### config.mk
export PLATFORM = sky130hd
export DESIGN_NAME = pm_loader
export DESIGN_NICKNAME = d
export VERILOG_FILES = /design/src/rtl/cpu_core_pkg.sv /design/src/rtl/pm_checksum.sv /design/src/rtl/pm_loader.sv
export SDC_FILE = /design/constraint.sdc
export NUM_CORES = 1
export LEC_CHECK = 0
export BUFFER_PORTS_ARGS = -buffer_cell sky130_fd_sc_hd__buf_2
export CAP_MARGIN = 15
export CORE_UTILIZATION = 57
export DETAILED_ROUTE_END_ITERATION = 12
export PLACE_DENSITY = 0.83
export SLEW_MARGIN = 20
export SYNTH_ARGS = -nofsm -noshare
export SYNTH_HDL_FRONTEND = slang
export SYNTH_HIERARCHICAL = 1
export SYNTH_SLANG_ARGS = --single-unit
### constraint.sdc
create_clock -name clock -period 3.35 [get_ports clock]
set_clock_uncertainty 0.1 [all_clocks]
set_input_delay 0.5025 -clock clock [delete_from_list [all_inputs] [get_ports clock]]
set_output_delay 0.5025 -clock clock [all_outputs]
set_load 0.02 [all_outputs]
### src/rtl/cpu_core_pkg.sv
// Shared definitions for cpu_core and its program-memory loader.
package cpu_core_pkg;

  localparam int unsigned PC_WIDTH_DEFAULT = 8;
  localparam int unsigned INSTR_WIDTH      = 16;

  typedef enum logic [2:0] {
    IDLE,
    LEN,
    LOAD,
    CHECK,
    RUN,
    ERROR
  } pm_loader_state_t;

endpackage

### src/rtl/pm_checksum.sv
// 16-bit modular accumulator over loaded instruction words.
// Only built when PM_LOADER_CHECKSUM_EN is defined.
`ifdef PM_LOADER_CHECKSUM_EN
module pm_checksum
  import cpu_core_pkg::*;
(
  input  logic                   clk_i,
  input  logic                   rst_i,
  input  logic                   clear_i,
  input  logic                   acc_en_i,
  input  logic [INSTR_WIDTH-1:0] data_i,
  output logic [INSTR_WIDTH-1:0] sum_o
);

  logic [INSTR_WIDTH-1:0] sum_q;

  always_ff @(posedge clk_i or posedge rst_i) begin
    if (rst_i) begin
      sum_q <= '0;
    end else if (clear_i) begin
      sum_q <= '0;
    end else if (acc_en_i) begin
      sum_q <= sum_q + data_i;
    end
  end

  assign sum_o = sum_q;

endmodule
`endif

### src/rtl/pm_loader.sv
// Program-memory loader: writes a length-prefixed word stream from address 0 and holds
// cpu_core in reset until the image is complete. PM_LOADER_CHECKSUM_EN adds a trailing checksum.
module pm_loader
  import cpu_core_pkg::*;
#(
  parameter int unsigned PC_WIDTH = PC_WIDTH_DEFAULT
) (
  input  logic                   clock,
  input  logic                   reset,
  input  logic                   load_start,
  input  logic                   in_valid,
  output logic                   in_ready,
  input  logic [INSTR_WIDTH-1:0] in_data,
  output logic                   pm_we,
  output logic [PC_WIDTH-1:0]    pm_addr,
  output logic [INSTR_WIDTH-1:0] pm_wdata,
  output logic                   core_reset,
  output logic                   busy,
  output logic                   error
);

  localparam int unsigned LEN_WIDTH = PC_WIDTH + 1;

  pm_loader_state_t     state_q;
  logic [LEN_WIDTH-1:0] len_q;
  logic [LEN_WIDTH-1:0] count_q;
  logic                 xfer;
  logic                 oversize;
  logic                 last_word;

  // Outputs decode the state register only, so in_ready never depends on in_valid.
  assign in_ready   = (state_q == LEN) || (state_q == LOAD) || (state_q == CHECK);
  assign busy       = in_ready;
  assign core_reset = (state_q != RUN);
  assign error      = (state_q == ERROR);

  assign xfer      = in_valid && in_ready;
  assign oversize  = 32'(in_data) > (32'd1 << PC_WIDTH);
  assign last_word = (count_q + 1'b1) == len_q;

`ifdef PM_LOADER_CHECKSUM_EN
  logic [INSTR_WIDTH-1:0] sum;

  pm_checksum u_checksum (
    .clk_i   (clock),
    .rst_i   (reset),
    .clear_i (state_q == LEN),
    .acc_en_i(xfer && (state_q == LOAD)),
    .data_i  (in_data),
    .sum_o   (sum)
  );

  localparam pm_loader_state_t DONE_STATE = CHECK;
`else
  localparam pm_loader_state_t DONE_STATE = RUN;
`endif

  always_ff @(posedge clock or posedge reset) begin
    if (reset) begin
      state_q  <= IDLE;
      len_q    <= '0;
      count_q  <= '0;
      pm_we    <= 1'b0;
      pm_addr  <= '0;
      pm_wdata <= '0;
    end else begin
      pm_we <= 1'b0;
      unique case (state_q)
        IDLE, RUN, ERROR: begin
          if (load_start) state_q <= LEN;
        end
        LEN: begin
          if (xfer) begin
            count_q <= '0;
            len_q   <= LEN_WIDTH'(in_data);
            if (oversize) begin
              state_q <= ERROR;
            end else if (in_data == '0) begin
              state_q <= DONE_STATE;
            end else begin
              state_q <= LOAD;
            end
          end
        end
        LOAD: begin
          if (xfer) begin
            pm_we    <= 1'b1;
            // Address comes from the word counter, so a full-capacity image never wraps.
            pm_addr  <= count_q[PC_WIDTH-1:0];
            pm_wdata <= in_data;
            count_q  <= count_q + 1'b1;
            if (last_word) state_q <= DONE_STATE;
          end
        end
`ifdef PM_LOADER_CHECKSUM_EN
        CHECK: begin
          if (xfer) state_q <= (in_data == sum) ? RUN : ERROR;
        end
`endif
        default: state_q <= IDLE;
      endcase
    end
  end

endmodule

==> flow_summary.toml, run 1 <==
[run_status]
outcome = "completed"

[final_layout]
num_antenna_cells = 0
nFillCells = 289
layout_commonest_cell = "nand2_1"
instances_no_fill = 327
layout-drive-gt1-share = 0.247
syn_to_final_growth_pct = 16.8
final_nets = 299
final_cell_mix = "nand2_1, buf_2, dfrtp_1"

[run]
cap_violations = 0

[yosys]
ys_seq_area_frac = 0.523
yosysTopAreaCellShare = 0.523
ys_types = 43
synth_area_sq_mm = 0.00220
synth_compound_area_frac = 0.107
ys_top_cells_by_area = "dfrtp_1, nand2_1, mux2_2, o21ai_0, xnor2_1"
avgSynthCellArea_sq_um = 9.48
yosys.area_share.xor_xnor = 0.0421
async_reset_ff_frac = 1.00
yosys.area.top_type = "dfrtp_1"
syn_nets = 253
synthCells = 232
synth_simple_gate_area_share = 0.233
synth-edff-count = 0
ys_ff_latch = 46
synth.area.mux_share = 0.0461
yosys_warnings = 6
synth-main-ff-cell = "dfrtp_1"
synth_top_family_by_area = "simple AND/OR/NAND/NOR gates"
synth-adder-area-share = 0.00569

[die]
coreArea_sq_mm = 0.00369
rows = 22
die_y_microns = 64.1
die_x_microns = 64.1
initial_core_util = 0.596
fp.dieArea_sq_mm = 0.00411
pin_count = 49

[global_routing]
grt_pass1_vias = 1758
grtUsageTotal = 0.274
grt_max_degree = 38
grt_pass1_wl_microns = 8340
antenna_found_initial = 0
grt-ovfl-total = 0

[clock_network]
numCtsBuffers = 5
cts.path.max_buffers = 2
cts_root_buf = "clkbuf_8"
cts.sink_count = 46
cts_setup_buffers = 0
cts_tree = "built"
clk_latency_ns = 0.30
htree_levels = 2
postCtsHoldBufs = 0
clkTransAtPathRegs_ns = 0.08
cts_resized = 0

[drt]
wl_per_cell_microns = 15.5
drc = 0
drtPass1Iterations = 4
vias = 1822
drt-initial-drc-count = 117
viasPerCell = 5.57
ant_nets = 0
drt_wl_total_microns = 5070

[timing]
report.final.slew_viol_count = 0
fin_crit_sh = 0.642
max_freq_mhz = 465
min_period_ns = 2.15
tns_ns = 0
setup_viol = 0
rsz0062_at_grt = "no"
tightest_slew_ns = 0.762
relSlewSlack = 0.489
hold_violations = 0

[power]
power.density_mw_per_mm2 = 488
ir_worst_vdd_v = 0.000324
power_mw = 1.25
cellLeakagePower_nw = 1.32

[worst_setup_path]
cp_max_fo = 12
crit_type = "flip-flop to flip-flop"
crit_path_start_kind = "flip-flop"
endpoint_kind = "flip-flop"
cp.required_ns = 3.48
arrival_ns = 2.28

[place]
globalplace.congestion = 0.856
dp_cells = 319
port_buffers = 48
hpwl_microns = 3400

[min_path]
hold_path.class = "input port to async pin"
-- report_power, final --
part           switching [mW]  internal (mW)  total (mW)
Sequential             0.0413          0.601       0.642
Combinational           0.114         0.0905       0.204
Clock                   0.184          0.223       0.407
-- per-layer routing --
layer	vias up	track usage	routed length [microns]
met5	-	0	0
met4	0	0.131	128
met3	10	0.0482	209
met2	50	0.416	2460
met1	882	0.382	2270
li1	880	-	-
-- state kept, by name, indices dropped and copies added (netlist names) --
| signal | count |
|---|---|
| state_q | 3 |
| pm_wdata | 16 |
| pm_addr | 8 |
| count_q | 9 |
| len_q | 9 |
| pm_we | 1 |
-- cells in the mapped netlist (2+ instances only) --
library cell,instances
a21oi_1,2
a22o_1,2
and3_1,2
buf_2,6
clkbuf_1,4
dfrtp_1,46
inv_1,6
mux2_2,9
nand2_1,74
nand3_1,2
nand4_1,4
nor2_1,7
nor2b_1,2
nor3_1,4
nor3b_1,4
nor4_1,6
o211a_1,2
o21ai_0,13
o31ai_1,3
o41ai_1,3
or3_1,2
or3b_1,2
xnor2_1,5
xor2_1,3
-- cells by family after synthesis --
kind of cell,Yosys count
buf+inv,20
simple gates,113
compound gates,34
fa+ha+maj,1
mux,9
flops,46
xor+xnor,9
-- metrics by stage --
step	cell area (sq um)	util	setup slack, ns	hold slack [ns]
final	2570	0.696	1.20	0.129
after global routing	2570	0.696	1.03	0.153
after CTS	2570	0.696	1.23	0.130
after detailed placement	2460	0.668	1.28	0.357
after global placement	2460	0.668	1.35	0.353
after floorplan	2200	-	1.58	0.370
-- area by class of cell --
cell class              instances  area (sq um)  area share
clock buffers                   7          76.3      0.0297
clock inverters                 1          30.0      0.0117
repair buffers                 52           270       0.105
inverters                       7          26.3      0.0102
well taps                      48          60.1      0.0234
flip-flops and latches         46          1150       0.448
multi-input cells             166           955       0.372
-- critical path, stage by stage, from the launching register on --
cell      delay [ns]
dfrtp_1         0.44
nor3b_1         0.19
nand2_1         0.10
clkinv_1        0.29
nor2_1          0.59
o21ai_0         0.24
o21ai_0         0.12
-- worst paths after layout --
path	from	end	slack, ns	cells after the start
min in group clock	in_data[10]	pm_wdata[10]	0.31	3
max in group asynchronous	reset	pm_we	2.29	3
min	reset	pm_addr[0]	0.13	2
max reg2reg	state_q[1]	count_q[2]	1.20	6
min reg2reg	pm_addr[3]	pm_addr[3]	0.37	2
max	state_q[1]	count_q[2]	1.20	6
Power figures use the tool's default switching activity.
==> run 2: changes to the inputs <==
--- a/config.mk
+++ b/config.mk
@@ -7,9 +7,9 @@
 export LEC_CHECK = 0
 export BUFFER_PORTS_ARGS = -buffer_cell sky130_fd_sc_hd__buf_2
 export CAP_MARGIN = 15
-export CORE_UTILIZATION = 57
+export CORE_UTILIZATION = 48
 export DETAILED_ROUTE_END_ITERATION = 12
-export PLACE_DENSITY = 0.83
+export PLACE_DENSITY = 0.75
 export SLEW_MARGIN = 20
 export SYNTH_ARGS = -nofsm -noshare
 export SYNTH_HDL_FRONTEND = slang
==> constraint.sdc (replaced) <==
create_clock -name clock -period 1.83 [get_ports clock]
set_clock_uncertainty 0.1 [all_clocks]
set_input_delay 0.2745 -clock clock [delete_from_list [all_inputs] [get_ports clock]]
set_output_delay 0.2745 -clock clock [all_outputs]
set_load 0.02 [all_outputs]
==> run 2 against run 1 <==
Utilization shrank 6.9 points. Clock power up 51%. Routed wire length fell by 3.1%. Largest power group unchanged. Largest cell class unchanged. Non-clock buffer count up 13. Critical path depth down 1.
==> flow_summary.toml, run 2 (synthesis gave the netlist of run 1 again) <==
[final_layout]
regMostFlops = "pm_wdata"
syn_to_final_growth_pct = 25.1
final_area_sq_mm = 0.00275
final_nets = 312
largest_register_ffs = 16
instances_no_fill = 344
top_regs = "pm_wdata (16), count_q (9), len_q (9)"
num_antenna_cells = 0
final_cell_mix = "nand2_1, buf_2, dfrtp_1"
layout_commonest_cell = "nand2_1"
nFillCells = 389
layout-drive-gt1-share = 0.332

[timing]
setup_viol = 0
max_freq_mhz = 562
tightest_slew_ns = 0.432
min_period_ns = 1.78
timing.hold.ws_ns = 0.0738
hold_violations = 0
relSlewSlack = 0.709
fin_crit_sh = 0.972
report.final.slew_viol_count = 0
finalWorstSetupSlack_ns = 0.0506
rsz0062_at_grt = "yes"

[die]
pin_count = 49
rows = 24
coreArea_sq_mm = 0.00438
fp.dieArea_sq_mm = 0.00486
initial_core_util = 0.502
die_x_microns = 69.7
die_y_microns = 69.7

[power]
power.density_mw_per_mm2 = 792
power_mw = 2.18
ir_worst_vdd_v = 0.000532
cellLeakagePower_nw = 1.39

[worst_setup_path]
critPathSlowestCell = "dfrtp_2"
worst-path-buf-inv = 0
cpPeakStageDelay_ns = 0.45
cp.required_ns = 1.96
crit_type = "flip-flop to flip-flop"
crit_path_start_kind = "flip-flop"
crit_chain = "or3b_1, a211oi_2, a211oi_1, or3_1, o21ai_1"
cp_max_fo = 5
arrival_ns = 1.91
cp_top_family = "simple AND/OR/NAND/NOR gates"
endpoint_kind = "flip-flop"
r2r_slack_ns = 0.05

[drt]
drt-initial-drc-count = 79
vias = 1829
ant_nets = 0
viasPerCell = 5.32
drc = 0
wl_per_cell_microns = 14.3
drtPass1Iterations = 4
drt_wl_total_microns = 4920

[place]
pre_cts_ws_ns = -0.00377
dp_cells = 334
port_buffers = 48
hpwl_microns = 3460
placed_area_sq_mm = 0.00257
globalplace.congestion = 0.848

[global_routing]
grt_busiest_layer = "met2"
grt-ovfl-total = 0
antenna_found_initial = 0
grt_pass1_vias = 1815
met3_usage = 0.0378
grt_use_met1 = 0.302
grtUsageTotal = 0.223
grt_max_degree = 47
gr-usage-met2 = 0.360
grt_pass1_wl_microns = 8560

[clock_network]
clkTransAtPathRegs_ns = 0.09
cts.sink_count = 46
cts_root_buf = "clkbuf_8"
cts_tree = "built"
numCtsBuffers = 5
cts.path.max_buffers = 2
clk_latency_ns = 0.30
htree_levels = 2

[run]
cap_violations = 0

[min_path]
hold_path.class = "input port to flip-flop"

[run_status]
outcome = "completed"
run 2: cell types whose count changed in the layout (fill, tap and decap cells not counted), sizes merged:
| cell | delta |
|---|---|
| buf | +12 |
| bufinv | -1 |
| clkbuf | -1 |
| clkinv | +1 |
| dlygate4sd3 | +1 |
| inv | +1 |
run 2: what timing repair did:
item / CTS / global route
hold buffers: 1 / 0
buffers inserted: 0 / 1
endpoints found under the setup margin: 2 / 14
endpoints found under the hold margin: 46 / 0
resized for setup: 2 / 18
pin swaps: 0 / 2
run 2: cell type report:
cell class | count | area [sq um] | share of cell area
Clock inverter | 2 | 13.8 | 0.00500
Tap cell | 52 | 65.1 | 0.0236
Timing Repair Buffer | 65 | 403 | 0.146
Inverter | 7 | 26.3 | 0.00955
Multi-Input combinational cell | 166 | 1010 | 0.368
Clock buffer | 6 | 72.6 | 0.0264
Sequential cell | 46 | 1160 | 0.421
run 2: layer usage:
layer | up-vias | share of wire | wire (microns)
li1 | 911 | - | -
met1 | 877 | 0.46 | 2280
met2 | 34 | 0.49 | 2400
met3 | 7 | 0.032 | 155
met4 | 0 | 0.016 | 79
met5 | - | 0 | 0
run 2: worst paths after layout:
kind	start	to	cells after the start
setup / recovery	len_q[6]	state_q[2]	5
hold / removal	in_data[15]	pm_wdata[15]	3
setup reg to reg	len_q[6]	state_q[2]	5
hold reg to reg	pm_addr[2]	pm_addr[2]	2
max in group asynchronous	reset	count_q[2]	4
min in group asynchronous	reset	pm_wdata[2]	4
run 2: worst reg2reg max path: stages, from the launching register on:
cell	delay [ns]
dfrtp_2	0.45
or3b_1	0.37
a211oi_2	0.22
a211oi_1	0.11
or3_1	0.33
o21ai_1	0.13
run 2: metrics by stage:
step | TNS (ns) | utilization
floorplan | 0 | -
global placement | 0 | 0.587
detailed placement | -0.00377 | 0.587
CTS | 0 | 0.610
global route | -0.0804 | 0.628
finish | 0 | 0.628
run 2: power by group:
group / switching [mW] / total (mW) / internal, mW
clock network: 0.346 / 0.616 / 0.270
registers: 0.0699 / 1.17 / 1.10
logic: 0.211 / 0.394 / 0.183
==> run 3: changes to the inputs <==
--- a/config.mk
+++ b/config.mk
@@ -9,6 +9,7 @@
 export CAP_MARGIN = 15
 export CORE_UTILIZATION = 48
 export DETAILED_ROUTE_END_ITERATION = 12
+export MAX_ROUTING_LAYER = met4
 export PLACE_DENSITY = 0.75
 export SLEW_MARGIN = 20
 export SYNTH_ARGS = -nofsm -noshare
==> run 3 against run 2 <==
Sequential power barely moved. Fmax barely moved. Global-route usage rose by 0.68 points. Largest cell class unchanged. Utilization did not move. First-iteration DRC count rose by 5.1%. Via count fell by 0.22%. Count of clock-buffer cells in the layout did not move. Final cell count did not move. Critical path depth did not move. Register-to-register slack barely moved.
==> flow_summary.toml, run 3 (synthesis gave the netlist of run 1 again) <==
[global_routing]
grt_max_degree = 47
grt_pass1_vias = 1819
grt-ovfl-total = 0
antenna_found_initial = 0
grt_pass1_wl_microns = 8570
grtUsageTotal = 0.230

[drt]
drtPass1Iterations = 4
drt_wl_total_microns = 4900
viasPerCell = 5.31
ant_nets = 0
drt-initial-drc-count = 83
drc = 0
vias = 1825
wl_per_cell_microns = 14.2

[min_path]
hp-start = "in_data[15]"
holdPathEnd = "pm_wdata[15]"
holdPathStages = 3
hold_path.class = "input port to flip-flop"

[die]
fp.dieArea_sq_mm = 0.00486
coreArea_sq_mm = 0.00438
die_y_microns = 69.7
rows = 24
initial_core_util = 0.502
pin_count = 49
die_x_microns = 69.7

[timing]
setup_viol = 0
tightest_slew_ns = 0.428
report.final.slew_viol_count = 0
rsz0062_at_grt = "yes"
min_period_ns = 1.78
hold_violations = 0
relSlewSlack = 0.712
timing.hold.ws_ns = 0.0741
max_freq_mhz = 562
fin_crit_sh = 0.972

[clock_network]
numCtsBuffers = 5
clk_latency_ns = 0.30
cts.sink_count = 46
htree_levels = 2
cts.path.max_buffers = 2
cts_root_buf = "clkbuf_8"
clkTransAtPathRegs_ns = 0.09
cts_tree = "built"

[worst_setup_path]
path_depth = 5
rr_worst_depth = 5
arrival_ns = 1.91
r2r_slack_ns = 0.05
critPathSlowestCell = "dfrtp_2"
crit_type = "flip-flop to flip-flop"
worst-path-buf-inv = 0
endpoint_kind = "flip-flop"
cp.required_ns = 1.96
crit_path_start_kind = "flip-flop"
cpPeakStageDelay_ns = 0.45
worstReg2RegStart = "len_q[6]"
cp_top_family = "simple AND/OR/NAND/NOR gates"
crit_chain = "or3b_1, a211oi_2, a211oi_1, or3_1, o21ai_1"
cp_max_fo = 5
r2r-end = "state_q[2]"

[run]
cap_violations = 0

[place]
hpwl_microns = 3460
port_buffers = 48
dp_cells = 334
globalplace.congestion = 0.861

[final_layout]
largest_register_ffs = 16
top_regs = "pm_wdata (16), count_q (9), len_q (9)"
final_cell_mix = "nand2_1, buf_2, dfrtp_1"
num_antenna_cells = 0
final_nets = 312
syn_to_final_growth_pct = 25.1
regMostFlops = "pm_wdata"
layout_commonest_cell = "nand2_1"
instances_no_fill = 344
layout-drive-gt1-share = 0.332

[run_status]
outcome = "completed"

[power]
cellLeakagePower_nw = 1.39
ir_worst_vdd_v = 0.000531
power.density_mw_per_mm2 = 792
run 3: cell counts in the layout (fill, tap and decap cells not counted):
Identical to the previous run, type by type.
run 3: layout make-up:
cell class	count	area, sq um
sequential	46	1160
multi-input combinational	166	1010
fill	389	1630
clock inverter	2	13.8
timing repair buffer	65	403
clock buffer	6	72.6
inverter	7	26.3
tap	52	65.1
run 3: metrics by stage:
step | setup WS, ns | total power, mW | utilization | TNS [ns] | area, sq um
after CTS | 0.0214 | 2.18 | 0.610 | 0 | 2680
final | 0.0506 | 2.18 | 0.628 | 0 | 2750
after detailed placement | -0.00377 | 1.56 | 0.587 | -0.00377 | 2570
after global placement | 0.0494 | 1.56 | 0.587 | 0 | 2570
after floorplan | 0.0620 | 1.43 | - | 0 | 2200
after global routing | -0.0615 | 2.28 | 0.628 | -0.0804 | 2750
run 3: report_power, final:
part / total [mW] / internal [mW] / switching [mW] / leakage (nW)
logic: 0.393 / 0.183 / 0.210 / 0.752
registers: 1.17 / 1.10 / 0.0698 / 0.598
clock network: 0.614 / 0.270 / 0.344 / 0.0452
total: 2.18 / 1.55 / 0.625 / 1.39
run 3: worst max-delay path by stage:
stage | from | end
after floorplan | count_q[0] | state_q[2]
after global placement | count_q[0] | state_q[2]
after detailed placement | state_q[1] | count_q[5]
after CTS | count_q[3] | state_q[1]
after global routing | count_q[0] | state_q[1]
final | len_q[6] | state_q[2]
run 3: timing repair:
action / 4_1_cts / 5_1_grt
pin swaps: 0 / 2
endpoints found under the setup margin: 2 / 14
endpoints found under the hold margin: 46 / 0
hold buffers: 1 / 0
setup buffers: 0 / 1
resized for setup: 2 / 18
run 3: per-layer routing:
metal  global-route usage  vias to the layer above  routed length [microns]  part of all wire
met5                    -                        -                        0                 0
met4               0.0867                        0                       79             0.016
met3               0.0378                        7                      155             0.032
met2                0.360                       34                     2420              0.49
met1                0.303                      873                     2250              0.46
li1                     -                      911                        -                 -
run 3: worst reg2reg max path: cells and delay by family (launching register included):
kind / cells / cell delay [ns]
DFF: 1 / 0.45
AOI/OAI and AO/OA: 3 / 0.46
and+or+nand+nor: 2 / 0.70
